`src/rtl/hv_lbist_pkg.sv`:
```
// Shared types and width helpers for the HV logic-BIST sequencer.
package hv_lbist_pkg;

   localparam int unsigned CLK_M = 1;

   typedef enum logic [1:0] {
      ST_IDLE = 2'd0,
      ST_SCAN = 2'd1,
      ST_OWT  = 2'd2,
      ST_DONE = 2'd3
   } lbist_state_t;

   function automatic int unsigned reg_cnt_w(input int unsigned reg_num);
      return $clog2(reg_num + 1);
   endfunction

   function automatic int unsigned err_cnt_w(input int unsigned ch_num, input int unsigned reg_num);
      return $clog2(ch_num * reg_num + 1);
   endfunction

   function automatic int unsigned owt_cnt_w(input int unsigned th);
      return $clog2(th + 1);
   endfunction

   function automatic int unsigned ch_w(input int unsigned ch_num);
      return (ch_num > 1) ? $clog2(ch_num) : 1;
   endfunction

endpackage

```
`src/rtl/hv_bist_tmr.sv`:
```
// Saturating run timer shared by HV self-tests; expires at TMO_CYC-1 and holds there.
module hv_bist_tmr #(
   parameter int unsigned TMO_CYC = 25000,
   localparam int unsigned CNT_W  = (TMO_CYC > 1) ? $clog2(TMO_CYC) : 1
) (
   input  logic i_clk,
   input  logic i_rst,
   input  logic i_clr,
   input  logic i_en,
   output logic o_expired_c
);

   logic [CNT_W-1:0] cnt;

   assign o_expired_c = (cnt == CNT_W'(TMO_CYC - 1));

   always_ff @(posedge i_clk) begin
      if (i_rst) begin
         cnt <= '0;
      end else if (i_clr) begin
         cnt <= '0;
      end else if (i_en && !o_expired_c) begin
         cnt <= cnt + 1'b1;
      end
   end

endmodule

```
`src/rtl/hv_lbist_mc.sv`:
```
// Multi-channel logic-BIST sequencer: serial scan req/ack walk, parallel OWT frame
// counting and a bounded run window, reporting per-channel and OWT verdicts.
module hv_lbist_mc
   import hv_lbist_pkg::*;
#(
   parameter int unsigned SCAN_CH_NUM  = 2,
   parameter int unsigned SCAN_REG_NUM = 8,
   parameter int unsigned OWT_RX_OK_TH = 3,
   parameter int unsigned TMO_CYC      = 25000 * CLK_M,
   localparam int unsigned ERR_CNT_W   = err_cnt_w(SCAN_CH_NUM, SCAN_REG_NUM)
) (
   input  logic                   i_clk,
   input  logic                   i_rst,
   input  logic                   i_bist_en,
   output logic [SCAN_CH_NUM-1:0] o_scan_req,
   input  logic [SCAN_CH_NUM-1:0] i_scan_ack,
   input  logic [SCAN_CH_NUM-1:0] i_scan_err,
   input  logic                   i_owt_rx_ack,
   input  logic                   i_owt_rx_status,
   output logic [SCAN_CH_NUM-1:0] o_scan_rult,
   output logic [ERR_CNT_W-1:0]   o_scan_err_cnt,
   output logic                   o_owt_rult,
   output logic                   o_bist_tmo,
   output logic                   o_bist_busy,
   output logic                   o_bist_done
);

   localparam int unsigned REG_CNT_W = reg_cnt_w(SCAN_REG_NUM);
   localparam int unsigned CH_W      = ch_w(SCAN_CH_NUM);
   localparam int unsigned OWT_CNT_W = owt_cnt_w(OWT_RX_OK_TH);

   lbist_state_t           state, state_nxt;
   logic                   en_d;
   logic [CH_W-1:0]        ch, ch_nxt;
   logic [REG_CNT_W-1:0]   reg_cnt, reg_cnt_nxt;
   logic [OWT_CNT_W-1:0]   owt_cnt, owt_cnt_nxt;
   logic [ERR_CNT_W-1:0]   err_cnt_nxt;
   logic [SCAN_CH_NUM-1:0] req_nxt, rult_nxt;
   logic                   owt_rult_nxt, tmo_flag_nxt;

   logic start, run, tmr_clr, tmo_exp_c;
   logic ack_hit, err_hit, ch_done, ch_last, owt_frame_ok;

   assign start        = i_bist_en & ~en_d;
   assign run          = (state == ST_SCAN) || (state == ST_OWT);
   assign tmr_clr      = (state == ST_IDLE) && start;
   assign ack_hit      = (state == ST_SCAN) && o_scan_req[ch] && i_scan_ack[ch];
   assign err_hit      = ack_hit && i_scan_err[ch];
   assign ch_done      = ack_hit && (reg_cnt == REG_CNT_W'(SCAN_REG_NUM - 1));
   assign ch_last      = (ch == CH_W'(SCAN_CH_NUM - 1));
   assign owt_frame_ok = i_owt_rx_ack && !i_owt_rx_status;

   hv_bist_tmr #(
      .TMO_CYC (TMO_CYC)
   ) u_tmr (
      .i_clk       (i_clk),
      .i_rst       (i_rst),
      .i_clr       (tmr_clr),
      .i_en        (run),
      .o_expired_c (tmo_exp_c)
   );

   // Next-state and next-output decode
   always_comb begin
      state_nxt    = state;
      ch_nxt       = ch;
      reg_cnt_nxt  = reg_cnt;
      owt_cnt_nxt  = owt_cnt;
      err_cnt_nxt  = o_scan_err_cnt;
      rult_nxt     = o_scan_rult;
      req_nxt      = '0;
      owt_rult_nxt = o_owt_rult;
      tmo_flag_nxt = o_bist_tmo;

      case (state)
         ST_IDLE: begin
            if (start) begin
               state_nxt    = ST_SCAN;
               ch_nxt       = '0;
               reg_cnt_nxt  = '0;
               owt_cnt_nxt  = '0;
               err_cnt_nxt  = '0;
               rult_nxt     = '1;
               owt_rult_nxt = 1'b0;
               tmo_flag_nxt = 1'b0;
               req_nxt      = SCAN_CH_NUM'(1);
            end
         end
         ST_SCAN, ST_OWT: begin
            if (owt_frame_ok && (owt_cnt < OWT_CNT_W'(OWT_RX_OK_TH))) begin
               owt_cnt_nxt = owt_cnt + 1'b1;
            end
            if (ack_hit) begin
               if (ch_done) begin
                  reg_cnt_nxt = '0;
                  if (!ch_last) ch_nxt = ch + 1'b1;
               end else begin
                  reg_cnt_nxt = reg_cnt + 1'b1;
               end
               if (err_hit) begin
                  rult_nxt[ch] = 1'b0;
                  if (o_scan_err_cnt != '1) err_cnt_nxt = o_scan_err_cnt + 1'b1;
               end
            end
            if ((state == ST_SCAN) && ch_done && ch_last) state_nxt = ST_OWT;
            if ((state == ST_OWT) && (owt_cnt >= OWT_CNT_W'(OWT_RX_OK_TH))) state_nxt = ST_DONE;
            // Timeout fails every channel still short of its acks (after this cycle's ack)
            if (tmo_exp_c) begin
               state_nxt    = ST_DONE;
               tmo_flag_nxt = 1'b1;
               if (state == ST_SCAN) begin
                  for (int unsigned i = 0; i < SCAN_CH_NUM; i++) begin
                     if ((CH_W'(i) > ch) || ((CH_W'(i) == ch) && !ch_done)) rult_nxt[i] = 1'b0;
                  end
               end
            end
            if ((state_nxt == ST_SCAN) && !ack_hit) begin
               if (|o_scan_req) begin
                  req_nxt = o_scan_req;
               end else if (reg_cnt < REG_CNT_W'(SCAN_REG_NUM)) begin
                  req_nxt = SCAN_CH_NUM'(1) << ch;
               end
            end
            if (state_nxt == ST_DONE) begin
               owt_rult_nxt = (owt_cnt_nxt >= OWT_CNT_W'(OWT_RX_OK_TH));
            end
            if (!i_bist_en) begin
               state_nxt    = ST_IDLE;
               req_nxt      = '0;
               rult_nxt     = '0;
               owt_rult_nxt = 1'b0;
               err_cnt_nxt  = o_scan_err_cnt;
               tmo_flag_nxt = o_bist_tmo;
            end
         end
         ST_DONE: state_nxt = ST_IDLE;
         default: state_nxt = ST_IDLE;
      endcase
   end

   always_ff @(posedge i_clk) begin
      if (i_rst) begin
         state          <= ST_IDLE;
         en_d           <= 1'b0;
         ch             <= '0;
         reg_cnt        <= '0;
         owt_cnt        <= '0;
         o_scan_req     <= '0;
         o_scan_rult    <= '0;
         o_scan_err_cnt <= '0;
         o_owt_rult     <= 1'b0;
         o_bist_tmo     <= 1'b0;
         o_bist_busy    <= 1'b0;
         o_bist_done    <= 1'b0;
      end else begin
         state          <= state_nxt;
         en_d           <= i_bist_en;
         ch             <= ch_nxt;
         reg_cnt        <= reg_cnt_nxt;
         owt_cnt        <= owt_cnt_nxt;
         o_scan_req     <= req_nxt;
         o_scan_rult    <= rult_nxt;
         o_scan_err_cnt <= err_cnt_nxt;
         o_owt_rult     <= owt_rult_nxt;
         o_bist_tmo     <= tmo_flag_nxt;
         o_bist_busy    <= (state_nxt != ST_IDLE);
         o_bist_done    <= (state_nxt == ST_DONE);
      end
   end

endmodule

```
`config.mk`:
```
export PLATFORM = sky130hd
export DESIGN_NAME = hv_lbist_mc
export DESIGN_NICKNAME = d
export VERILOG_FILES = /design/src/rtl/hv_lbist_pkg.sv /design/src/rtl/hv_bist_tmr.sv /design/src/rtl/hv_lbist_mc.sv
export SDC_FILE = /design/constraint.sdc
export NUM_CORES = 1
export LEC_CHECK = 0
export ABC_AREA = 1
export ABC_CLOCK_PERIOD_IN_PS = 2200
export CAP_MARGIN = 25
export CELL_PAD_IN_SITES_DETAIL_PLACEMENT = 1
export CELL_PAD_IN_SITES_GLOBAL_PLACEMENT = 1
export CORE_MARGIN = 2
export CORE_UTILIZATION = 41
export DETAILED_ROUTE_END_ITERATION = 8
export PLACE_DENSITY = 0.78
export SETUP_SLACK_MARGIN = 0.4
export SYNTH_ARGS = -nofsm -noshare
export SYNTH_HDL_FRONTEND = slang
export SYNTH_SLANG_ARGS = --single-unit
```
`constraint.sdc`:
```
create_clock -name i_clk -period 2.2 [get_ports i_clk]
set_input_delay 0.22 -clock i_clk [delete_from_list [all_inputs] [get_ports i_clk]]
set_output_delay 0.22 -clock i_clk [all_outputs]
set_load 0.02 [all_outputs]
```
# ---- Word level (Yosys, flattened, before mapping)
# Cells that the tools add are included.
dict set report op_classes {
  add_sub_neg 5
  magnitude_cmp 8
  eq_ne 18
  shifts 1
  muxes 55
  n_bitwise 5
  reduce_logical 34
}
# operator n
set op_table {}
lappend op_table {{$mux 2} 19}
lappend op_table {{$mux 5} 5}
lappend op_table {{$mux 1} 18}
lappend op_table {{$add 15x1->15 const B} 1}
lappend op_table {{$eq 15x15->1 const B} 1}
lappend op_table {{$logic_and 1x1->1} 15}
lappend op_table {{$mux 4} 3}
lappend op_table {{$ne 2x2->1 const B} 6}
lappend op_table {{$pmux 2 s2} 3}
lappend op_table {{$pmux 5 s2} 1}
lappend op_table {{$eq 2x2->1 const B} 4}
lappend op_table {{$pmux 4 s2} 1}
lappend op_table {{$reduce_and 4->1} 2}
lappend op_table {{$pmux 1 s2} 3}
lappend op_table {{$pmux 2 s3} 1}
lappend op_table {{$reduce_and 3->1} 2}
lappend op_table {{$reduce_and 6->1} 1}
lappend op_table {{$reduce_or 2->1} 3}
lappend op_table {{$add 5x1->5 const B} 1}
lappend op_table {{$ne 5x5->1 const B} 1}
lappend op_table {{$add 4x1->4 const B} 1}
lappend op_table {{$eq 2x1->1 const B} 2}
lappend op_table {{$eq 4x3->1 const B} 1}
lappend op_table {{$ge 2x2->1 const B} 2}
lappend op_table {{other kinds (21)} 29}
dict set report totals {
  ff_bits 38
  input_bits 9
  elab_cells 139
}

# ---- Longest topological paths before layout
# Gate-level depths: netlist of run 1.
dict set report logic_depth {
  word_depth 16
  depth_mapped 13
}

# ---- Hierarchy
# Synthesis of run 1 repeated with hierarchy kept, for this count alone.
dict set report hier_totals {
  cells_unflattened 348
  area_unflattened_um2 2328.5
}
# mod n_inst cells_each area_each_um2 seq_area_each_um2
set modules_own_cells {}
lappend modules_own_cells {hv_lbist_mc 1 181 1295.0 460.4}
lappend modules_own_cells {hv_bist_tmr 1 167 1033.5 300.3}

# ---- Worst setup path after synthesis of run 1
# Ideal clock, no wire load.
dict set report synth_timing {
  path_type {register -> register}
  start {reg state[0]}
  end {reg reg_cnt[3]}
  arrival_time_ns 1.623
  slack_ns 0.460
  stages_incl_launch_ff 11
  path_buffers 1
  path_cell_list {dfxtp_1 inv_1 ha_1 buf_2 inv_2 o21ai_2 o21ai_2 inv_2 nand4_1 o21ai_1 a21oi_1}
}
dict set report synth_via {
  elab_chain_len 7
  word_cells_on_any_way 14
  cone_classes {4 x eq/ne; 3 x mux; 7 x reduce/logical}
}
# item line
set synth_rtl {}
lappend synth_rtl {{from (decl)} hv_lbist_mc.sv:32} ;# lbist_state_t state, state_nxt;
lappend synth_rtl {{from (signal assigned)} hv_lbist_mc.sv:156} ;# state <= state_nxt;
lappend synth_rtl {{$eq 2x1->1} {hv_lbist_mc.sv:47, hv_lbist_mc.sv:75}}
lappend synth_rtl {{$logic_and 1x1->1 (2 in a row)} hv_lbist_mc.sv:47} ;# assign ack_hit = (state == ST_SCAN) && o_scan_req[ch] && i_scan_ack[ch];
lappend synth_rtl {{$logic_and 1x1->1} hv_lbist_mc.sv:49} ;# assign ch_done = ack_hit && (reg_cnt == REG_CNT_W'(SCAN_REG_NUM - 1));
lappend synth_rtl {{$mux 4} hv_lbist_mc.sv:94} ;# if (ch_done) begin
lappend synth_rtl {{$mux 4} hv_lbist_mc.sv:93} ;# if (ack_hit) begin
lappend synth_rtl {{$pmux 4 s2} hv_lbist_mc.sv:75} ;# case (state)
lappend synth_rtl {{to (signal assigned)} hv_lbist_mc.sv:159} ;# reg_cnt <= reg_cnt_nxt;
lappend synth_rtl {{to (decl)} hv_lbist_mc.sv:35} ;# logic [REG_CNT_W-1:0] reg_cnt, reg_cnt_nxt;
# Several ways; a longest one is shown, not always the timed one. The select of a mux whose other input is x is not followed.
# A chain may end at the register's enable or synchronous reset.

# ---- Final worst setup path of run 1
dict set report layout_timing {
  start {reg u_tmr.cnt[0]}
  end {reg u_tmr.cnt[10]}
}
dict set report layout_via {
  elab_chain_len 3
  word_cells_on_any_way 4
  cone_classes {1 x add/sub; 1 x eq/ne; 2 x reduce/logical}
}
# item line
set layout_rtl {}
lappend layout_rtl {{from (decl)} hv_bist_tmr.sv:13} ;# logic [CNT_W-1:0] cnt;
lappend layout_rtl {{from (signal assigned)} hv_bist_tmr.sv:23} ;# cnt <= cnt + 1'b1;
lappend layout_rtl {{branches (longest 3 deep; another with $add 15x1->15)} n/a}
# Parallel ways; which one is timed is not known.

==> flow_summary_export.csv, run 1 <==
group,metric,value,unit
synthesis,synth-seq-cells,38,
flow_run,drv_cap,0,
timing,layout_worst_path_cycle_share,75.12,%
clock_tree,cts_made_buffers,5,
clock_tree,cts.htree.levels,2,
outcome,status,"completed",
timing,rsz0062_at_grt,"yes",
timing,fmax,0.6051,GHz
routing,antenna_left,0,
cells_and_area,antenna_cells,0,
routing,routed_wl,6100,um
cells_and_area,fin_area,0.002696,mm^2
clock_tree,clk_pin_slew_worst_paths,0.08,ns
setup_path,critPathKind,"register to register",
timing,setup_viol,0,
routing,drcViolationCount,0,
setup_path,path_max_fanout,5,
place,dp_hpwl,4636,um
grt,grt_pass1_wl,10450,um
setup_path,critical_path_required,2.39,ns
routing,dr.pass1.iters,4,
place,port_buffers,21,
synthesis,synth_simple_gate_area_share,34.51,%
place,place_congestion,0.8899,
timing,slew_headroom,71.71,%
timing,maxSlewViolCount,0,
setup_path,crit_chain,"ha_4 > nand2_1 > inv_1 > nand4_1 > nor2_4 > nor2_4 > nand4_1 > nor2_2 > nand3_1 > nand2_1 > nor2_1",
timing,tns,0,ns
synthesis,avgSynthCellArea,7.191,um^2
synthesis,netlist_instances,305,
timing,period_minus_slack,1.653,ns
timing,tightest_slew,0.4204,ns
cells_and_area,syn_to_final_growth,22.93,%
cells_and_area,fin_nets,353,
timing,hold_violations,0,
setup_path,max_stage_delay,0.36,ns
cells_and_area,drive_gt1_share,22.09,%
grt,overflow,0,
floorplan,num_rows,26,
grt,grt_max_degree,13,
grt,grt_usage,21.85,%
setup_path,cp-end-kind,"register",
setup_path,worst_ep_arrival_time,1.84,ns
clock_tree,ctsHoldBuffers,0,
place,dpl.cell_count,394,
routing,drt_iter0_drc,68,
grt,antenna_found_initial,0,
pwr,peakVddDrop,0.2872,mV
routing,routed_via_density,5.183,
cells_and_area,fill_cells,679,
synthesis,synthAdderAreaFrac,5.705,%
routing,wl_per_cell,15.06,um
cells_and_area,final_cells,405,
grt,grt_pass1_vias,2174,
setup_path,startpoint_type,"register",
floorplan,start_util,42.67,%
synthesis,synthFlopType,"dfxtp_1",
clock_tree,cts_tree,"yes",
floorplan,io_pins,22,
synthesis,syn_nets,324,
pwr,p_leak,1.044,nW
clock_tree,cts_buffer_depth,2,
synthesis,syn_area,0.002193,mm^2
clock_tree,clkSinkCount,38,
timing,finalClockSkew,0.01034,ns
synthesis,synth_top_family_by_area,"simple AND/OR/NAND/NOR gates",
pwr,power_density,553.9,mW/mm^2
clock_tree,clock_latency,0.29,ns
synthesis,ys_types,39,
synthesis,synth_compound_area_share,13.46,%
clock_tree,cts_root_buf,"clkbuf_8",
setup_path,critPathBufInv,1,
hold_path,hold_path.class,"register to register",
synthesis,async_reset_ff_share,0,%
synthesis,ys_seq_area_share,34.68,%
place,dpl-instance-area,0.002482,mm^2
floorplan,die_w,77.14,um
synthesis,ys_warn_count,0,
floorplan,fp.dieH,77.14,um
synthesis,synth_edf_count,0,
synthesis,synth_xor_area_share,2.396,%
setup_path,cp_top_family,"simple AND/OR/NAND/NOR gates",
floorplan,fp.dieArea,0.005951,mm^2
routing,via_count,2099,
synthesis,synth.area.mux_share,0.4564,%
floorplan,core_area,0.005140,mm^2
setup_path,cp_slowest_cell,"dfxtp_2",
## cell type report
class	count	area [um^2]	share of cell area, %
clock inverter	2	12.51	0.4640
multi-input combinational	220	1316	48.82
inverter	41	158.9	5.893
timing repair buffer	28	262.8	9.745
clock buffer	6	82.58	3.063
tap	70	87.58	3.248
sequential	38	775.7	28.77
## cells by family after synthesis
logic type,after synthesis
xor gates and xnor gates,6
DFF,38
AOI/OAI and AO/OA,51
muxes,1
adders and majority gates,10
and+or+nand+nor,152
buffers and inverters,47
## worst paths after layout
path                            slack (ns)  cells after the start           start        endpoint
worst min-delay path                  0.47                      2  o_scan_rult[0]  o_scan_rult[0]
worst min register to register        0.47                      2  o_scan_rult[0]  o_scan_rult[0]
worst max-delay path                  0.55                     11    u_tmr.cnt[0]   u_tmr.cnt[10]
worst max register to register        0.55                     11    u_tmr.cnt[0]   u_tmr.cnt[10]
## cell usage in the layout, fill, tap and decap left out, types with 2 or more instances in the layout
cell             instances
a21oi_1                 25
a21oi_2                  3
buf_4                    7
clkbuf_8                 6
clkdlybuf4s50_1         21
dfxtp_1                 30
dfxtp_2                  6
dfxtp_4                  2
ha_1                     6
ha_2                     2
ha_4                     2
inv_1                   29
inv_2                   10
inv_4                    2
nand2_1                 59
nand2_2                  8
nand3_1                 19
nand3_2                  5
nand4_1                  5
nor2_1                  25
nor2_2                   6
nor2_4                   2
nor3_1                   7
nor3_2                   2
nor4_1                   4
o21ai_0                 13
o21ai_1                  2
or2_1                    2
or2_2                    2
xor2_1                   5
## report_power, final
part	internal, mW	switching, mW	total [mW]
combinational	0.101	0.155	0.256
clock	0.252	0.257	0.509
sequential	0.709	0.0195	0.729
total	1.06	0.431	1.49
## sequential cells by signal, indices dropped and copies added, names as in the netlist
name            flops
u_tmr.cnt          15
reg_cnt             4
ch                  1
o_bist_tmo          1
state               2
o_owt_rult          1
owt_cnt             2
o_scan_rult         2
o_bist_busy         1
o_bist_done         1
o_scan_req          2
o_scan_err_cnt      5
en_d                1
## per-layer routing
metal	GRT usage, %	up-vias	part of all wire, %
met2	39.91	38	51
li1	-	1057	-
met4	5.357	0	2.0
met1	26.04	992	43
met3	4.353	12	3.9
met5	0	-	0
## repair_timing
item                       in CTS  in global routing
gates resized for setup         5                 24
pin swaps                       1                  4
setup buffers                   1                  2
setup endpoints to repair      11                 23
## worst register-to-register path, cell delays in order, from the launching register on
cell	delay, ns
dfxtp_2	0.36
ha_4	0.18
nand2_1	0.07
inv_1	0.04
nand4_1	0.13
nor2_4	0.07
nor2_4	0.17
nand4_1	0.18
nor2_2	0.17
nand3_1	0.08
nand2_1	0.07
nor2_1	0.04
## through the flow
step	hold WS (ns)	util [%]	power [mW]	worst slack, ns
2_1_floorplan	0.3576	-	0.8885	0.4597
3_3_place_gp	0.4559	48.30	0.9655	0.2690
3_5_place_dp	0.4572	48.30	0.9726	0.2678
4_1_cts	0.4694	50.58	1.498	0.3825
5_1_grt	0.4911	52.46	1.569	0.3811
6_report	0.4675	52.46	1.493	0.5475
## synthesized netlist by cell type, types with 2 or more instances
library cell,instances,area [um^2]
nor2_4,2,22.52
or2_2,2,12.51
nand3_2,4,40.04
nand2_1,61,229.0
o21ai_2,2,17.52
a21oi_2,4,35.03
nor3_1,8,40.04
buf_4,2,15.01
nand4_2,2,25.02
nand3_1,20,100.1
nand2_2,6,37.54
o21ai_1,2,10.01
dfxtp_1,38,760.7
a21oi_1,25,125.1
nor4_1,4,25.02
o21ai_0,13,65.06
nand4_1,5,31.28
inv_2,10,37.54
nor2_2,3,18.77
nor2_1,28,105.1
or2_1,2,12.51
xor2_1,5,43.79
inv_1,31,116.4
clkbuf_1,2,7.510
ha_1,10,125.1
Power figures use the tool's default switching activity.
==> run 2, diff against run 1 <==
- ABC_CLOCK_PERIOD_IN_PS: 2200 -> 1700
- clock period: 2.2 -> 1.7 ns (I/O delays scaled with it)
==> run 2 against run 1 <==
  * The flow now finishes with violations (negative setup slack)
  * Count of clock-buffer cells in the layout is 1 higher
  * Cell area grew 28%
  * Register-to-register slack worse by 0.58 ns
  * Critical endpoint is now u_tmr.cnt[14]
  * Largest cell class unchanged
==> flow_summary_export.csv, run 2 (synthesis gave the netlist of run 1 again) <==
group,metric,value,unit
outcome,status,"finished, violations left",
outcome,violations,"negative setup slack",
setup_path,crit_chain,"inv_4 > ha_4 > inv_6 > nor2_4 > buf_4 > buf_6 > buf_4 > nand2_1 > a21oi_1",
routing,dr.pass1.iters,4,
grt,grt_usage,25.59,%
cells_and_area,syn_to_final_growth,57.10,%
clock_tree,cts.htree.levels,2,
floorplan,start_util,42.67,%
floorplan,core_area,0.005140,mm^2
cells_and_area,fin_nets,399,
setup_path,critical_path_required,1.92,ns
clock_tree,ctsHoldBuffers,0,
grt,grt_max_degree,13,
cells_and_area,final_common_cell,"nand2_1",
cells_and_area,drive_gt1_share,48.29,%
pwr,peakVddDrop,0.4798,mV
setup_path,max_stage_delay,0.39,ns
timing,hold_violations,0,
grt,overflow,0,
pwr,p_int,1.586,mW
routing,routed_wl,9487,um
place,port_buffers,21,
clock_tree,clk_pin_slew_worst_paths,0.09,ns
pwr,pwr-share-clk,34.9,%
place,place_congestion,0.8488,
clock_tree,cts_buffer_depth,2,
pwr,sw_frac_of_total,30.32,%
clock_tree,clock_latency,0.31,ns
grt,grt_pass1_wl,12110,um
setup_path,worst_ep_arrival_time,1.96,ns
timing,maxSlewViolCount,0,
floorplan,num_rows,26,
grt,grt.met2_usage,49.48,%
cells_and_area,most-common-layout-cells,"50 x nand2_1, 42 x buf_4, 21 x inv_1",
setup_path,cp_slowest_cell,"dfxtp_4",
cells_and_area,reg_top3,"u_tmr.cnt (15), o_scan_err_cnt (5), reg_cnt (4)",
place,pre_cts_ws,-0.09037,ns
grt,grt_pass1_vias,2511,
timing,slew_headroom,67.91,%
pwr,switchingPower,0.6902,mW
cells_and_area,regMostFlops,"u_tmr.cnt",
clock_tree,cts_root_buf,"clkbuf_8",
setup_path,cp-end-kind,"register",
clock_tree,cts_made_buffers,5,
grt,use_met1,28.07,%
timing,finalClockSkew,0.01496,ns
routing,antenna_left,0,
timing,tns,-0.04339,ns
cells_and_area,largest_reg_flops,15,
timing,period_minus_slack,1.736,ns
setup_path,startpoint_type,"register",
grt,antenna_found_initial,0,
pwr,p_leak,1.441,nW
timing,tightest_slew,0.4769,ns
pwr,power_density,660.6,mW/mm^2
floorplan,fp.dieArea,0.005951,mm^2
setup_path,path_max_fanout,7,
routing,drcViolationCount,0,
flow_run,drv_cap,0,
floorplan,io_pins,22,
cells_and_area,multi_input_comb_area,0.001639,mm^2
hold_path,hold_path.class,"register to register",
timing,setup_viol,2,
hold_path,hold_path_depth,2,
setup_path,critPathKind,"register to register",
routing,drt_iter0_drc,121,
floorplan,fp.dieH,77.14,um
pwr,power,2.276,mW
clock_tree,clkSinkCount,38,
routing,wl_per_cell,21.04,um
pwr,seqPwrFrac,41.6,%
cells_and_area,seq_area,800.8,um^2
place,dp_hpwl,5114,um
cells_and_area,antenna_cells,0,
timing,fin_ws,-0.03619,ns
grt,met3_usage,4.235,%
cells_and_area,fill_cells,619,
setup_path,crit_top_cell,"buf_4",
floorplan,die_w,77.14,um
timing,layout_worst_path_cycle_share,102.1,%
setup_path,reg2regPathDepth,9,
cells_and_area,fin_area,0.003446,mm^2
grt,grt.busiest_layer,"met2",
routing,via_count,2540,
timing,rsz0062_at_grt,"yes",
routing,routed_via_density,5.632,
timing,fmax,0.5760,GHz
place,dpl-instance-area,0.002778,mm^2
clock_tree,cts_tree,"yes",
pwr,power_frac_comb,23.5,%
## run 2: repair_timing
item / CTS / global route
setup endpoints to repair: 50 / 37
pin swaps: 18 / 16
resized for setup: 56 / 63
gates cloned: 0 / 0
buffers inserted: 12 / 15
## run 2: worst paths after layout
kind | from | to | slack [ns]
max | state[0] | u_tmr.cnt[14] | -0.04
min | o_owt_rult | o_owt_rult | 0.47
max reg2reg | state[0] | u_tmr.cnt[14] | -0.04
min reg2reg | o_owt_rult | o_owt_rult | 0.47
## run 2: critical path: cells and delay by family, from the launching register on
| family | cells | cell delay [ns] |
|---|---|---|
| AOI/OAI and AO/OA | 1 | 0.20 |
| DFF | 1 | 0.39 |
| and+or+nand+nor | 2 | 0.31 |
| buffers and inverters | 5 | 0.46 |
| adders and majority gates | 1 | 0.29 |
## run 2: metrics by stage
step	utilization, %	hold WS [ns]	instances
floorplan	-	0.3119	305
global placement	54.04	0.4554	416
detailed placement	54.04	0.4633	416
CTS	60.15	0.4705	436
global route	67.04	0.4908	451
finish	67.04	0.4734	451
## run 2: routing by layer
layer | wire [um] | vias to the layer above
met4 | 297 | 0
li1 | - | 1162
met1 | 3686 | 1279
met5 | 0 | -
met2 | 5188 | 69
met3 | 314 | 30
## run 2: area by class of cell
class | instances | share of cell area (%)
clock inverter | 1 | 0.8715
sequential | 38 | 23.24
multi-input combinational | 220 | 47.57
timing repair buffer | 74 | 18.37
clock buffer | 7 | 2.215
inverter | 41 | 5.192
tap | 70 | 2.542
## run 2: power groups by stage
| stage | combinational, mW | sequential (mW) | clock, mW |
|---|---|---|---|
| after detailed placement | 0.369 | 0.966 | 0 |
| final | 0.535 | 0.947 | 0.794 |
| after global placement | 0.358 | 0.965 | 0 |
| after CTS | 0.427 | 0.943 | 0.809 |
| after floorplan | 0.200 | 0.979 | 0 |
| after global routing | 0.568 | 0.951 | 0.830 |
